### src/rtl/alu_pwr_seq_if.sv
// Control/status bundle between an ALU power requester and the sequencer.
// master: the requesting side (drives requests and ALU activity, observes status).
// slave:  the sequencer (alu_pwr_seq).
interface alu_pwr_seq_if;
    logic       pwr_req;
    logic       auto_off_en;
    logic       start_in;
    logic       alu_busy;
    logic       alu_pwr_en;
    logic       iso_en;
    logic       alu_rst_n;
    logic       alu_ready;
    logic [2:0] pwr_state;

    modport master (
        output pwr_req, auto_off_en, start_in, alu_busy,
        input  alu_pwr_en, iso_en, alu_rst_n, alu_ready, pwr_state
    );

    modport slave (
        input  pwr_req, auto_off_en, start_in, alu_busy,
        output alu_pwr_en, iso_en, alu_rst_n, alu_ready, pwr_state
    );
endinterface

### src/rtl/alu_pwr_seq.sv
// Power sequencer for the gated ALU domain.
// Ramp up: supply -> reset release -> isolation release. Ramp down in reverse,
// after the ALU has drained. Optional idle auto-off, woken again by start_in.
//
// state    | meaning
// ---------+-------------------------------------------------------------
// OFF      | domain unpowered, clamped, in reset
// RAMP_UP  | supply on, waiting RAMP_CYCLES for the rail to settle
// RST_REL  | reset released, outputs still clamped for ISO_SETUP cycles
// ON       | domain usable, idle timer running
// DRAIN    | no new work accepted, waiting for alu_busy to fall
// ISOLATE  | outputs clamped, reset still released for ISO_SETUP cycles
// RAMP_DN  | reset asserted, supply off, waiting RAMP_CYCLES
module alu_pwr_seq #(
    parameter int RAMP_CYCLES  = 4,
    parameter int ISO_SETUP    = 2,
    parameter int IDLE_TIMEOUT = 16,
    parameter int CNT_W        = 8
) (
    input  logic           clk,
    input  logic           rst_n,
    alu_pwr_seq_if.slave   bus
);

    localparam logic [CNT_W-1:0] RAMP_LD   = CNT_W'(RAMP_CYCLES - 1);
    localparam logic [CNT_W-1:0] ISO_LD    = CNT_W'(ISO_SETUP - 1);
    localparam logic [CNT_W-1:0] IDLE_LAST = CNT_W'(IDLE_TIMEOUT - 1);
    localparam logic [CNT_W-1:0] IDLE_MAX  = CNT_W'(IDLE_TIMEOUT);

    typedef enum logic [2:0] {
        ST_OFF     = 3'd0,
        ST_RAMP_UP = 3'd1,
        ST_RST_REL = 3'd2,
        ST_ON      = 3'd3,
        ST_DRAIN   = 3'd4,
        ST_ISOLATE = 3'd5,
        ST_RAMP_DN = 3'd6
    } state_t;

    state_t           state;
    state_t           state_nxt;
    logic [CNT_W-1:0] dwell_cnt;
    logic [CNT_W-1:0] idle_cnt;
    logic             auto_off_flag;
    logic             idle_cyc;
    logic             idle_timeout;
    logic             dwell_done;
    logic             pwr_en_q;
    logic             iso_q;
    logic             rst_n_q;
    logic             ready_q;

    // Output pattern {pwr_en, iso, rst_n, ready} for each state.
    function automatic logic [3:0] out_decode(input state_t s);
        case (s)
            ST_OFF:     out_decode = 4'b0100;
            ST_RAMP_UP: out_decode = 4'b1100;
            ST_RST_REL: out_decode = 4'b1110;
            ST_ON:      out_decode = 4'b1011;
            ST_DRAIN:   out_decode = 4'b1010;
            ST_ISOLATE: out_decode = 4'b1110;
            ST_RAMP_DN: out_decode = 4'b0100;
            default:    out_decode = 4'b0100;
        endcase
    endfunction

    // Dwell value loaded on entry so the state is held exactly N cycles.
    function automatic logic [CNT_W-1:0] dwell_load(input state_t s);
        case (s)
            ST_RAMP_UP, ST_RAMP_DN: dwell_load = RAMP_LD;
            ST_RST_REL, ST_ISOLATE: dwell_load = ISO_LD;
            default:                dwell_load = '0;
        endcase
    endfunction

    assign idle_cyc     = !bus.alu_busy && !bus.start_in;
    assign dwell_done   = (dwell_cnt == '0);
    // Saturated counts (auto-off enabled late) still count as timed out.
    assign idle_timeout = (state == ST_ON) && idle_cyc && bus.auto_off_en
                          && (idle_cnt >= IDLE_LAST);

    // Next-state selection; timed states never abort mid-sequence.
    always_comb begin
        state_nxt = state;
        case (state)
            ST_OFF:
                if (bus.pwr_req && (!auto_off_flag || bus.start_in))
                    state_nxt = ST_RAMP_UP;
            ST_RAMP_UP:
                if (dwell_done) state_nxt = ST_RST_REL;
            ST_RST_REL:
                if (dwell_done) state_nxt = ST_ON;
            ST_ON:
                if (!bus.pwr_req || idle_timeout) state_nxt = ST_DRAIN;
            ST_DRAIN:
                if (!bus.alu_busy) state_nxt = ST_ISOLATE;
            ST_ISOLATE:
                if (dwell_done) state_nxt = ST_RAMP_DN;
            ST_RAMP_DN:
                if (dwell_done) state_nxt = ST_OFF;
            default:
                state_nxt = ST_OFF;
        endcase
    end

    // State, counters, auto-off flag and registered outputs.
    always_ff @(posedge clk or negedge rst_n) begin
        if (!rst_n) begin
            state         <= ST_OFF;
            dwell_cnt     <= '0;
            idle_cnt      <= '0;
            auto_off_flag <= 1'b0;
            pwr_en_q      <= 1'b0;
            iso_q         <= 1'b1;
            rst_n_q       <= 1'b0;
            ready_q       <= 1'b0;
        end else begin
            state <= state_nxt;
            {pwr_en_q, iso_q, rst_n_q, ready_q} <= out_decode(state_nxt);

            if (state_nxt != state)
                dwell_cnt <= dwell_load(state_nxt);
            else if (!dwell_done)
                dwell_cnt <= dwell_cnt - 1'b1;

            if (state != ST_ON || !idle_cyc)
                idle_cnt <= '0;
            else if (idle_cnt < IDLE_MAX)
                idle_cnt <= idle_cnt + 1'b1;

            if (!bus.pwr_req || bus.start_in)
                auto_off_flag <= 1'b0;
            else if (idle_timeout)
                auto_off_flag <= 1'b1;
        end
    end

    assign bus.alu_pwr_en = pwr_en_q;
    assign bus.iso_en     = iso_q;
    assign bus.alu_rst_n  = rst_n_q;
    assign bus.alu_ready  = ready_q;
    assign bus.pwr_state  = state;

endmodule

### src/flat_wrapper.sv
// flat-port wrapper written by rule: the top's interface ports become plain ports
module alu_pwr_seq_flat 
#(
    parameter int RAMP_CYCLES  = 4,
    parameter int ISO_SETUP    = 2,
    parameter int IDLE_TIMEOUT = 16,
    parameter int CNT_W        = 8
)
  (clk, rst_n, bus_pwr_req, bus_auto_off_en, bus_start_in, bus_alu_busy, bus_alu_pwr_en, bus_iso_en, bus_alu_rst_n, bus_alu_ready, bus_pwr_state);
  alu_pwr_seq_if bus_i ();
  input  logic clk;
  input  logic rst_n;
  input wire logic [$bits(bus_i.pwr_req)-1:0] bus_pwr_req;
  input wire logic [$bits(bus_i.auto_off_en)-1:0] bus_auto_off_en;
  input wire logic [$bits(bus_i.start_in)-1:0] bus_start_in;
  input wire logic [$bits(bus_i.alu_busy)-1:0] bus_alu_busy;
  output wire logic [$bits(bus_i.alu_pwr_en)-1:0] bus_alu_pwr_en;
  output wire logic [$bits(bus_i.iso_en)-1:0] bus_iso_en;
  output wire logic [$bits(bus_i.alu_rst_n)-1:0] bus_alu_rst_n;
  output wire logic [$bits(bus_i.alu_ready)-1:0] bus_alu_ready;
  output wire logic [$bits(bus_i.pwr_state)-1:0] bus_pwr_state;
  assign bus_i.pwr_req = bus_pwr_req;
  assign bus_i.auto_off_en = bus_auto_off_en;
  assign bus_i.start_in = bus_start_in;
  assign bus_i.alu_busy = bus_alu_busy;
  assign bus_alu_pwr_en = bus_i.alu_pwr_en;
  assign bus_iso_en = bus_i.iso_en;
  assign bus_alu_rst_n = bus_i.alu_rst_n;
  assign bus_alu_ready = bus_i.alu_ready;
  assign bus_pwr_state = bus_i.pwr_state;
  alu_pwr_seq #(.RAMP_CYCLES(RAMP_CYCLES), .ISO_SETUP(ISO_SETUP), .IDLE_TIMEOUT(IDLE_TIMEOUT), .CNT_W(CNT_W)) u_core (.clk(clk), .rst_n(rst_n), .bus(bus_i));
endmodule
### config.mk
export PLATFORM = sky130hd
export DESIGN_NAME = alu_pwr_seq_flat
export DESIGN_NICKNAME = d
export VERILOG_FILES = /design/src/rtl/alu_pwr_seq_if.sv /design/src/rtl/alu_pwr_seq.sv /design/src/flat_wrapper.sv
export SDC_FILE = /design/constraint.sdc
export NUM_CORES = 1
export LEC_CHECK = 0
export BUFFER_PORTS_ARGS = -buffer_cell sky130_fd_sc_hd__buf_2
export CAP_MARGIN = 20
export CORE_AREA = 2 2 56 58
export DETAILED_ROUTE_END_ITERATION = 10
export DIE_AREA = 0 0 58 60
export PLACE_DENSITY = 0.64
export SLEW_MARGIN = 20
export SYNTH_ARGS = -nofsm -noshare
export SYNTH_HDL_FRONTEND = slang
export SYNTH_SLANG_ARGS = --single-unit
### constraint.sdc
create_clock -name clk -period 2.2 [get_ports clk]
set_input_delay 0.11 -clock clk [delete_from_list [all_inputs] [get_ports clk]]
set_output_delay 0.11 -clock clk [all_outputs]
set_load 0.01 [all_outputs]
==> summary.md <==
| Metric | Value |
|---|---|
| Fin crit period | 2.10 ns |
| WHS Path Cells | 2 |
| CP endpoint kind | flip-flop |
| Via-per-instance ratio | 5.24 |
| Worst EP arrival | 2.36 ns |
| Clock Skews | 0.00375 ns |
| Internal | 1.09 mW |
| Max stage delay on crit path | 0.57 ns |
| Fill cells | 275 |
| Seq/Total Area, Yosys | 0.481 |
| Port buffer count | 12 |
| Comb power frac | 0.539 |
| Skew-Pair Late Insertion Delay | 0.31 ns |
| Drt pass-1 iters | 4 |
| Hold_ws | 0.0862 ns |
| MaxCap Viol Count | 0 |
| Die Ht | 60 um |
| Diode count | 0 |
| Reg2reg path depth | 6 |
| Antenna viol nets, final | 0 |
| Final Max Slew Viols | 0 |
| Worst vdd ir | 728 uV |
| Kind of cell adding the most delay to the critical path | compound AO/OA/AOI/OAI gates |
| WS Path Type | reg -> reg |
| Fmax | 0.477 GHz |
| Post-synth EDFFs | 0 |
| Synth Flop Type | dfrtp_1 |
| Outcome | finished, final reports clean |
| Share of cells above drive strength 1 | 0.221 |
| P&R area growth vs syn | 14.5% |
| CP required | 2.46 ns |
| Core footprint | 0.00290 sq mm |
| CTS Root Cell | clkbuf_4 |
| Num CTS Buffers | 3 |
| DR vias | 932 |
| Net Sw Power | 0.733 mW |
| Clock transition at path regs | 0.13 ns |
| Hold Startpoint | bus_pwr_req |
| Die width | 58 um |
| Grt total ovfl | 0 |
| Worst R2R Start | u_core.idle_cnt[6]$_DFFE_PN0P_ |
| Initial Util | 0.431 |
| Worst hold path class | in -> reg |
| Worst slew pin tran | 0.620 ns |
| Gate Count Post-Synth | 126 |
| CTS tree | yes |
| Routed WL per cell | 13.0 um |
| Die area | 0.00348 sq mm |
| Synth cell types | 43 |
| Boundary Pins | 13 |
| Pin count of the biggest net entering global routing | 25 |
| Initial antenna violation count | 0 |
| # DRC | 0 |
| Max FO, Critical Path | 9 |
| Final Hold Vio Count | 0 |
| Avg Cell Area, Syn | 9.94 sq um |
| H-Tree Depth | 1 |
| CP Cell Sequence | or4_4 -> o21ai_4 -> o2111ai_1 -> a32o_2 -> a211oi_2 -> a31o_1 |
| Initial DRC count | 24 |
| Clock buffer depth | 2 |
| Vias in the first global route | 883 |
| Row cnt | 20 |
| #FFs+latches synth | 24 |
| Net Count, Synth | 134 |
| Ys Warns | 0 |
| Crit start category | flip-flop |
| Worst r2r dst | u_core.dwell_cnt[1]$_DFFE_PN0P_ |
| Synth Cell Area | 0.00125 sq mm |
| Setup Viol. Count Final | 0 |
| Layout Nets | 154 |
| Slew headroom | 0.583 |
| Wirelength, routed | 2.32 mm |
| Period Utilization, post-route | 0.954 |
| Async SR Flop Fraction | 1.00 |
| Share of total power in the clock network | 0.109 |
| Switching Fraction | 0.403 |
| Slowest CP cell | or4_4 |
| GRT Total Usage | 0.148 |
| Setup TNS | 0 ns |
| Clock sinks | 24 |
| Final Wtd Congestion | 0.783 |
| Buf+Inv Stages, Crit Path | 0 |
| R2r setup slk | 0.10 ns |
| Leakage | 0.632 nW |
| Min-Delay Endpoint | u_core.auto_off_flag$_DFFE_PN0P_ |
| First-pass GRT wire length | 3.92 mm |
| Setup Buffers After CTS | 0 |
| Seq pwr share | 0.352 |
| RSZ-0062 raised after global routing | false |
| Power Density | 1270 mW/mm^2 |
| HPWL Detailed | 1.68 mm |
[layout by cell type, fill, tap and decap left out, drive strengths merged, types with 2 or more instances in the layout]
cell type,instances
nor4,4
dlygate4sd3,2
a21o,2
dfrtp,23
inv,6
nand2,8
a21oi,4
nor2,22
mux2i,2
o211ai,2
nor3b,2
xor2,4
nor3,2
or3b,2
buf,18
o21ai,6
ha,2
nor2b,2
nand2b,5
clkbuf,4
xnor2,5
[Yosys cell counts, drive strengths merged (3+ instances only)]
library cell / instances / share of area
dfrtp: 23 / 0.46
nor2: 22 / 0.066
nand2: 8 / 0.024
inv: 6 / 0.018
o21ai: 6 / 0.033
nand2b: 5 / 0.025
xnor2: 5 / 0.035
a21oi: 4 / 0.016
nor4: 4 / 0.025
xor2: 4 / 0.028
buf: 3 / 0.017
[repair_timing]
action | CTS | global route
resized for setup | 0 | 3
endpoints found under the hold margin | 24 | 0
setup endpoints to repair | 0 | 3
hold buffers | 2 | 0
[sequential cells by signal, indices dropped and copies added (netlist names)]
| name | cells |
|---|---|
| u_core.bus.pwr_state | 3 |
| u_core.idle_cnt | 8 |
| u_core.bus.alu_rst_n | 1 |
| u_core.bus.iso_en | 1 |
| u_core.bus.alu_ready | 1 |
| u_core.dwell_cnt | 8 |
| u_core.auto_off_flag | 1 |
| u_core.bus.alu_pwr_en | 1 |
[cell type report]
type	count	area [sq um]	area share
multi-input combinational	91	617	0.430
sequential	24	602	0.420
timing repair buffer	20	125	0.0873
tap	33	41.3	0.0288
clock buffer	4	26.3	0.0183
inverter	6	22.5	0.0157
[stage by stage]
| step | instances | worst slack [ns] | util | power [mW] | instance area [sq um] |
|---|---|---|---|---|---|
| detailed placement | 172 | 0.0679 | 0.472 | 1.58 | 1370 |
| finish | 178 | 0.102 | 0.494 | 1.82 | 1430 |
| global route | 178 | 0.00420 | 0.494 | 1.99 | 1430 |
| floorplan | 126 | 0.197 | - | 1.37 | 1250 |
| global placement | 172 | 0.146 | 0.472 | 1.55 | 1370 |
| CTS | 178 | 0.0389 | 0.488 | 1.79 | 1420 |
[cell families (layout without fill, tap and decap cells)]
kind of cell | after synthesis | in the layout | share of synthesized area
AND/OR/NAND/NOR | 55 | 55 | 0.237
flip-flops | 24 | 24 | 0.481
buffers and inverters | 11 | 30 | 0.0410
XOR/XNOR | 9 | 9 | 0.0629
multiplexers | 2 | 2 | 0.0160
adder cells (fa/ha/maj) | 2 | 2 | 0.0200
AO/OA/AOI/OAI | 23 | 23 | 0.143
[power by group through the flow]
stage | combinational, mW | sequential, mW | clock [mW]
2_1_floorplan | 0.698 | 0.670 | 0
3_3_place_gp | 0.917 | 0.633 | 0
4_1_cts | 0.952 | 0.631 | 0.202
6_report | 0.982 | 0.641 | 0.198
3_5_place_dp | 0.944 | 0.641 | 0
5_1_grt | 1.11 | 0.654 | 0.224
[per-layer routing]
metal	vias up	GRT usage	part of all wire	wire, um
met1	443	0.202	0.49	1130
met3	5	0.0195	0.021	48
met5	-	0	0	0
li1	474	-	-	-
met2	10	0.232	0.47	1100
met4	0	0.0731	0.018	42
[how the worst max path moves through the flow]
stage / endpoint / cells past startpoint / from
floorplan: u_core.dwell_cnt[1]$_DFFE_PN0P_ / 10 / u_core.dwell_cnt[0]$_DFFE_PN0P_
global placement: u_core.dwell_cnt[1]$_DFFE_PN0P_ / 6 / u_core.dwell_cnt[5]$_DFFE_PN0P_
detailed placement: u_core.dwell_cnt[1]$_DFFE_PN0P_ / 6 / u_core.dwell_cnt[5]$_DFFE_PN0P_
CTS: u_core.dwell_cnt[1]$_DFFE_PN0P_ / 6 / u_core.dwell_cnt[5]$_DFFE_PN0P_
global route: u_core.dwell_cnt[1]$_DFFE_PN0P_ / 6 / u_core.dwell_cnt[4]$_DFFE_PN0P_
finish: u_core.dwell_cnt[1]$_DFFE_PN0P_ / 6 / u_core.idle_cnt[6]$_DFFE_PN0P_
Note: power is estimated with default switching activity, not from simulation.
